==> config.mk <==
export PLATFORM = sky130hd
export DESIGN_NAME = trng_seed_arbiter
export DESIGN_NICKNAME = d
export VERILOG_FILES = /design/src/rtl/trng_seed_arbiter.sv
export SDC_FILE = /design/constraint.sdc
export NUM_CORES = 1
export LEC_CHECK = 0
export ABC_AREA = 0
export ABC_CLOCK_PERIOD_IN_PS = 3800
export BUFFER_PORTS_ARGS = -buffer_cell sky130_fd_sc_hd__buf_4
export CAP_MARGIN = 30
export CORE_MARGIN = 2
export CORE_UTILIZATION = 60
export CTS_CLUSTER_DIAMETER = 150
export DETAILED_ROUTE_END_ITERATION = 10
export PLACE_DENSITY = 0.82
export SLEW_MARGIN = 20
export SYNTH_ARGS = -nofsm -noshare
export SYNTH_HDL_FRONTEND = slang
export SYNTH_SLANG_ARGS = --single-unit
==> constraint.sdc <==
create_clock -name clk -period 3.8 [get_ports clk]
set_input_delay 0.19 -clock clk [delete_from_list [all_inputs] [get_ports clk]]
set_output_delay 0.19 -clock clk [all_outputs]
set_load 0.02 [all_outputs]
==> src/rtl/trng_seed_arbiter.sv <==
// Consumer-side scheduler for the TRNG byte FIFO: warm-up discard, repetition-count
// health test, seed-word packing and round-robin delivery to two requesters.
module trng_seed_arbiter #(
    parameter int unsigned WORD_BYTES   = 4,
    parameter int unsigned WARMUP_BYTES = 16,
    parameter int unsigned REP_LIMIT    = 4
) (
    input  logic                    clk,
    input  logic                    reset_n,
    input  logic                    fifo_empty,
    input  logic [7:0]              fifo_dout,
    output logic                    fifo_rd_en,
    input  logic [1:0]              req,
    input  logic                    clear_fault,
    output logic [1:0]              gnt,
    output logic                    seed_valid,
    output logic [8*WORD_BYTES-1:0] seed_data,
    output logic                    health_fault
);

    localparam int unsigned SEED_W  = 8 * WORD_BYTES;
    localparam logic [8:0]  WARM_N  = 9'(WARMUP_BYTES);
    localparam logic [3:0]  BYTES_N = 4'(WORD_BYTES);
    localparam logic [3:0]  REP_N   = 4'(REP_LIMIT);

    typedef enum logic [2:0] {
        S_WARMUP,
        S_FILL,
        S_READY,
        S_GRANT,
        S_FAULT
    } state_e;

    state_e              state_q, state_d;
    logic                rd_pending_q, rd_pending_d;
    logic [7:0]          warm_cnt_q, warm_cnt_d;
    logic [3:0]          byte_cnt_q, byte_cnt_d;
    logic [3:0]          rep_cnt_q, rep_cnt_d;
    logic [7:0]          prev_byte_q, prev_byte_d;
    logic                prev_valid_q, prev_valid_d;
    logic [SEED_W-1:0]   word_q, word_d;
    logic                rr_q, rr_d;
    logic [1:0]          gnt_q, gnt_d;
    logic                seed_valid_q, seed_valid_d;
    logic [SEED_W-1:0]   seed_data_q, seed_data_d;

    logic                capture;
    logic [3:0]          rep_next;
    logic                rep_trip;
    logic [1:0]          winner;

    // Reads are gated by reset_n so the strobe stays low while reset is held.
    assign fifo_rd_en = reset_n && ((state_q == S_WARMUP) || (state_q == S_FILL))
                        && !fifo_empty && !rd_pending_q;

    assign capture  = rd_pending_q;
    assign rep_next = (prev_valid_q && (fifo_dout == prev_byte_q)) ? rep_cnt_q + 4'd1 : 4'd1;
    assign rep_trip = (rep_next == REP_N);

    always_comb begin
        winner = 2'b01;
        if (rr_q) begin
            winner = req[1] ? 2'b10 : 2'b01;
        end else begin
            winner = req[0] ? 2'b01 : 2'b10;
        end
    end

    always_comb begin
        state_d      = state_q;
        rd_pending_d = rd_pending_q;
        warm_cnt_d   = warm_cnt_q;
        byte_cnt_d   = byte_cnt_q;
        rep_cnt_d    = rep_cnt_q;
        prev_byte_d  = prev_byte_q;
        prev_valid_d = prev_valid_q;
        word_d       = word_q;
        rr_d         = rr_q;
        gnt_d        = '0;
        seed_valid_d = 1'b0;
        seed_data_d  = seed_data_q;

        if (fifo_rd_en) begin
            rd_pending_d = 1'b1;
        end else if (capture) begin
            rd_pending_d = 1'b0;
        end

        if (capture) begin
            rep_cnt_d    = rep_next;
            prev_byte_d  = fifo_dout;
            prev_valid_d = 1'b1;
        end

        case (state_q)
            S_WARMUP: begin
                if (capture) begin
                    if (rep_trip) begin
                        state_d = S_FAULT;
                    end else begin
                        warm_cnt_d = warm_cnt_q + 8'd1;
                        if ({1'b0, warm_cnt_q} + 9'd1 >= WARM_N) begin
                            state_d = S_FILL;
                        end
                    end
                end else if (WARM_N == 9'd0) begin
                    state_d = S_FILL;
                end
            end
            S_FILL: begin
                if (capture) begin
                    if (rep_trip) begin
                        state_d    = S_FAULT;
                        byte_cnt_d = '0;
                    end else begin
                        word_d     = (word_q << 8) | SEED_W'(fifo_dout);
                        byte_cnt_d = byte_cnt_q + 4'd1;
                        if (byte_cnt_q + 4'd1 == BYTES_N) begin
                            state_d = S_READY;
                        end
                    end
                end
            end
            S_READY: begin
                if (|req) begin
                    state_d      = S_GRANT;
                    gnt_d        = winner;
                    seed_valid_d = 1'b1;
                    seed_data_d  = word_q;
                    rr_d         = ~rr_q;
                end
            end
            S_GRANT: begin
                state_d    = S_FILL;
                byte_cnt_d = '0;
            end
            S_FAULT: begin
                if (clear_fault) begin
                    state_d      = S_WARMUP;
                    warm_cnt_d   = '0;
                    byte_cnt_d   = '0;
                    rep_cnt_d    = '0;
                    prev_valid_d = 1'b0;
                end
            end
            default: state_d = S_WARMUP;
        endcase
    end

    always_ff @(posedge clk or negedge reset_n) begin
        if (!reset_n) begin
            state_q      <= S_WARMUP;
            rd_pending_q <= 1'b0;
            warm_cnt_q   <= '0;
            byte_cnt_q   <= '0;
            rep_cnt_q    <= '0;
            prev_byte_q  <= '0;
            prev_valid_q <= 1'b0;
            word_q       <= '0;
            rr_q         <= 1'b0;
            gnt_q        <= '0;
            seed_valid_q <= 1'b0;
            seed_data_q  <= '0;
        end else begin
            state_q      <= state_d;
            rd_pending_q <= rd_pending_d;
            warm_cnt_q   <= warm_cnt_d;
            byte_cnt_q   <= byte_cnt_d;
            rep_cnt_q    <= rep_cnt_d;
            prev_byte_q  <= prev_byte_d;
            prev_valid_q <= prev_valid_d;
            word_q       <= word_d;
            rr_q         <= rr_d;
            gnt_q        <= gnt_d;
            seed_valid_q <= seed_valid_d;
            seed_data_q  <= seed_data_d;
        end
    end

    assign gnt          = gnt_q;
    assign seed_valid   = seed_valid_q;
    assign seed_data    = seed_data_q;
    assign health_fault = (state_q == S_FAULT);

endmodule

After elaboration in Yosys (flattened, before gate mapping)
Index checks and enable logic that the tools add are counted.

Bits in registers: 97. Bits in latches: 0. RAM bits: 0. ROM bits: 0. Input port bits: 14. Memories kept: 0.

Add/sub/neg operators: 4. Multiply operators: 0. Divide/modulo/power cells: 0. Magnitude comparators: 1. Eq/ne operators: 14. Shift-type cells: 0. Muxes and demuxes: 32. Bitwise operators: 3. Reductions and logical operators: 16.

Operators with widths (count): 32-bit by 8-bit OR with 32-bit output (1); 4-bit two-way mux (7); 3-bit two-way mux (8); 8-bit two-way mux (3); 8-bit one-hot mux with 2 select lines (1); 3-bit one-hot mux with 5 select lines (1); 4-bit one-hot mux with 3 select lines (1); 2-bit two-way mux (5); 2-bit != test, second input constant (5); 8-bit by 1-bit adder with 9-bit output, second input constant (1); 9-bit by 5-bit greater-or-equal comparator with 1-bit output, second input constant (1); 4-bit by 1-bit adder with 4-bit output, second input constant (2); 8-bit by 1-bit adder with 8-bit output, second input constant (1); 4-bit by 3-bit equality test with 1-bit output, second input constant (2); 8-bit equality test (1); 3-bit by 2-bit equality test with 1-bit output, second input constant (2); 1-bit two-way mux (6); 3-bit by 2-bit != test with 1-bit output, second input constant (2); 3-bit AND reduction (2); 6-bit AND reduction (1); 1-bit logical AND (4); 4-bit AND reduction (1); 3-bit by 1-bit equality test with 1-bit output, second input constant (1); 3-bit equality test, second input constant (1); 8 further kinds (10).

Depth between registers and ports, before layout
Depth in word-level cells: 7. Gate-level depth with buffers: 8.

Least setup slack after synthesis
No wires, ideal clock.

Path kind: register to register. Start point: register rep_cnt_q[0]. End point: register word_q[0]. Library setup time: 0.128 ns. Arrival: 2.105 ns. Required time: 3.672 ns. Setup slack: 1.567 ns. Cell stages (with the launch flop): 8. Path buffers: 1. Path through: dfrtp_1 ha_1 nor4b_2 nor3_2 o41ai_4 or2_1 buf_4 mux2_1.

Cells in the longest elaborated chain, start to end: 5.

RTL lines: start, declared (RTL line 38) `logic [3:0] rep_cnt_q, rep_cnt_d;`; start signal, assigned (RTL line 169) `rep_cnt_q <= rep_cnt_d;`; 4-bit by 1-bit adder with 4-bit output (RTL line 57) `assign rep_next = (prev_valid_q && (fifo_dout == prev_byte_q)) ? rep_cnt_q + 4'd1 : 4'd1;`; 4-bit two-way mux (RTL line 57); 4-bit by 3-bit equality test with 1-bit output (RTL line 58) `assign rep_trip = (rep_next == REP_N);`; 1-bit NOT (no line); 3-bit AND reduction (no line); end signal, assigned (RTL line 172) `word_q <= word_d;`; end, declared (RTL line 41) `logic [SEED_W-1:0] word_q, word_d;`.

No other way between the ends. A chain may end at the register's enable or synchronous reset.

Worst setup path after layout
Start point: register rep_cnt_q[0]. End point: register word_q[11].

The elaborated chain is that of the path after synthesis.

==> out/metrics.cfg <==
[synth]
synth-simple-area-share_pct = 19.2
synth-edff-count = 0
syn_nets = 405
syn_inst = 387
muxShareOfSynthArea_pct = 12.6
yosysUniqueCellTypes = 52
synth_top_cell_area_share_pct = 56.2
synth-xor-area-share_pct = 2.03
synth_compound_area_share_pct = 6.15
synth.area.top_cells = dfrtp_1, nand2_1, mux2_4
synthAdderAreaFrac_pct = 1.16
avgSynthCellArea_um2 = 11.2
yosys_warnings = 0
synthArstFlopShare_pct = 100
yosysTopAreaCell = dfrtp_1
ys_ff_latch = 97
synth-seq-area-share_pct = 56.2
synth_top_family_by_area = simple AND/OR/NAND/NOR gates
ys_dominant_reg_cell = dfrtp_1
synthesis.area_mm2 = 0.00432

[clock_tree]
clk_latency_ns = 0.36
clock-sinks = 97
cts_setup_buffers = 0
cts_max_path_buffers = 2
cts_resized = 0
numCtsBuffers = 9
cts_hold_buf = 1
htreeDepth = 3
cts_tree = built
path_clk_slew_ns = 0.10
cts-root-buf = clkbuf_8

[floorplanning]
fp-row-count = 30
die_w_um = 88.8
ios = 51
initial_utilization_pct = 62.8
core_mm2 = 0.00687
die_h_um = 88.8
dieArea_mm2 = 0.00789

[hold_path]
min_path_cells = 2
min_to = word_q[5]
hp-start = fifo_dout[5]
min_path_type = primary input to flop

[global_route]
grt_start_max_net_pins = 46
grt_usage_pct = 23.1
gr-total-overflow = 0
grt_pass1_wl_mm = 13.9
first_global_vias = 2848
antenna_found_initial = 0

[setup_path]
cp-start-kind = flop
slowest_delay_ns = 0.67
crit_family = simple AND/OR/NAND/NOR gates
rr_startpoint = rep_cnt_q[0]
worstPathArrival_ns = 2.98
rrSetupSlack_ns = 1.06
crit_fanout = 24
cpMaxStageDelayCell = nor2_4
crit_chain = ha_1 > nor3b_1 > nor3_2 > o41ai_4 > buf_4 > nor2_4 > mux2_2
cp.buffers_inverters = 1
required_ns = 4.05
criticalPathCategory = flop to flop
rr_endpoint = word_q[11]
r2r_cells = 7
endpoint_kind = flop

[detailed_routing]
drt_wl_total_mm = 8.15
routed_via_density = 5.53
met1_length_mm = 3.79
topRoutingLayerUsed = met4
met3WireLength_um = 400
wl_per_cell_um = 15.2
drc_errors = 0
met2WireLength_mm = 3.84
drt_first_pass_iters = 4
ant_nets = 0
vias = 2966
drtIter0Drc = 207

[timing]
slew_viol_final = 0
rsz0062_at_grt = false
whs_ns = 0.0641
fmax_ghz = 0.366
maxSlewHeadroom_pct = 41.7
finalSetupViolCount = 0
period_share_pct = 72.0
finalCriticalPeriod_ns = 2.74
tightest_slew_ns = 0.873
fin_tns_setup_ns = 0
hold_viol = 0
fin_skew_ns = 0.0117

[final_layout]
finalNetCount = 454
drive_gt1_share_pct = 25.2
final_cell_mix = nand2_1, dfrtp_1, buf_4
fin_cells = 536
syn2layout_area_growth_pct = 14.6
n_fill_cell = 496
diodes = 0
final_common_cell = nand2_1

[placement]
gp_congestion = 0.857
port_buffers = 50
dp_hpwl_mm = 5.55
dpl.cell_count = 520

[flow_run]
cap_violations = 0

[pwr]
vdd_drop_max_uv = 307
power_per_cell_area_mw_per_mm2 = 518
leakage_nw = 2.45

[run_status]
status = complete, no violations

area by class of cell:
cell class,instances,area [µm²],area share [%]
clock buffer,9,124,2.50
clock inverter,6,50.0,1.01
inverter,6,22.5,0.455
multi-input combinational,267,1770,35.9
sequential,97,2430,49.1
tap,96,120,2.43
timing repair buffer,55,428,8.65
cells in the mapped netlist (all sizes together), types with 2 or more instances:
| cell | number |
|---|---|
| nand3b | 3 |
| clkbuf | 12 |
| nor3b | 2 |
| o211ai | 6 |
| xnor2 | 9 |
| mux2i | 2 |
| nand3 | 11 |
| nor3 | 4 |
| nand2 | 109 |
| o311ai | 4 |
| nor4 | 6 |
| mux2 | 40 |
| o21ai | 4 |
| nor2 | 16 |
| nand2b | 4 |
| nor4b | 2 |
| nor2b | 2 |
| nand4b | 2 |
| or2 | 5 |
| a211oi | 3 |
| dfrtp | 97 |
| or3 | 3 |
| inv | 6 |
| buf | 5 |
| a21oi | 6 |
| ha | 4 |
| a21o | 2 |
| and3 | 4 |
worst max path at each step:
stage | from | cells past startpoint | end
6_report | rep_cnt_q[0] | 7 | word_q[11]
5_1_grt | rep_cnt_q[0] | 7 | word_q[11]
4_1_cts | rep_cnt_q[0] | 7 | word_q[11]
3_5_place_dp | rep_cnt_q[0] | 7 | word_q[11]
3_3_place_gp | rep_cnt_q[0] | 7 | word_q[11]
2_1_floorplan | rep_cnt_q[0] | 7 | word_q[0]
cell families after synthesis:
logic type,Yosys count
buf+inv,23
mux,42
fa+ha+maj,4
xor+xnor,10
flops,97
simple gates,177
compound gates,34
layer usage:
metal	up-vias	track usage, %
li1	1427	-
met5	-	0
met4	0	8.82
met1	1458	33.9
met2	71	34.5
met3	10	4.10
metrics by stage:
stage	setup WS [ns]	power, mW	utilization, %	instance area, µm²
after floorplan	1.57	1.81	-	4320
after CTS	1.05	2.58	72.0	4950
after global placement	1.15	1.92	69.0	4740
after detailed placement	1.10	1.96	69.3	4760
final	1.06	2.56	72.0	4950
after global routing	0.893	2.71	72.0	4950
power breakdown:
| part | internal (mW) | switching [mW] |
|---|---|---|
| Clock | 0.244 | 0.370 |
| Sequential | 1.24 | 0.190 |
| Combinational | 0.314 | 0.199 |
| Total | 1.80 | 0.760 |
flip-flops by register name, summed over array words and instances (netlist names):
| name | cells |
|---|---|
| rep_cnt_q | 4 |
| gnt | 2 |
| rr_q | 1 |
| prev_byte_q | 8 |
| seed_data | 32 |
| seed_valid | 1 |
| byte_cnt_q | 4 |
| warm_cnt_q | 8 |
| state_q | 3 |
| capture | 1 |
| word_q | 32 |
| prev_valid_q | 1 |
Power figures use the tool's default switching activity.
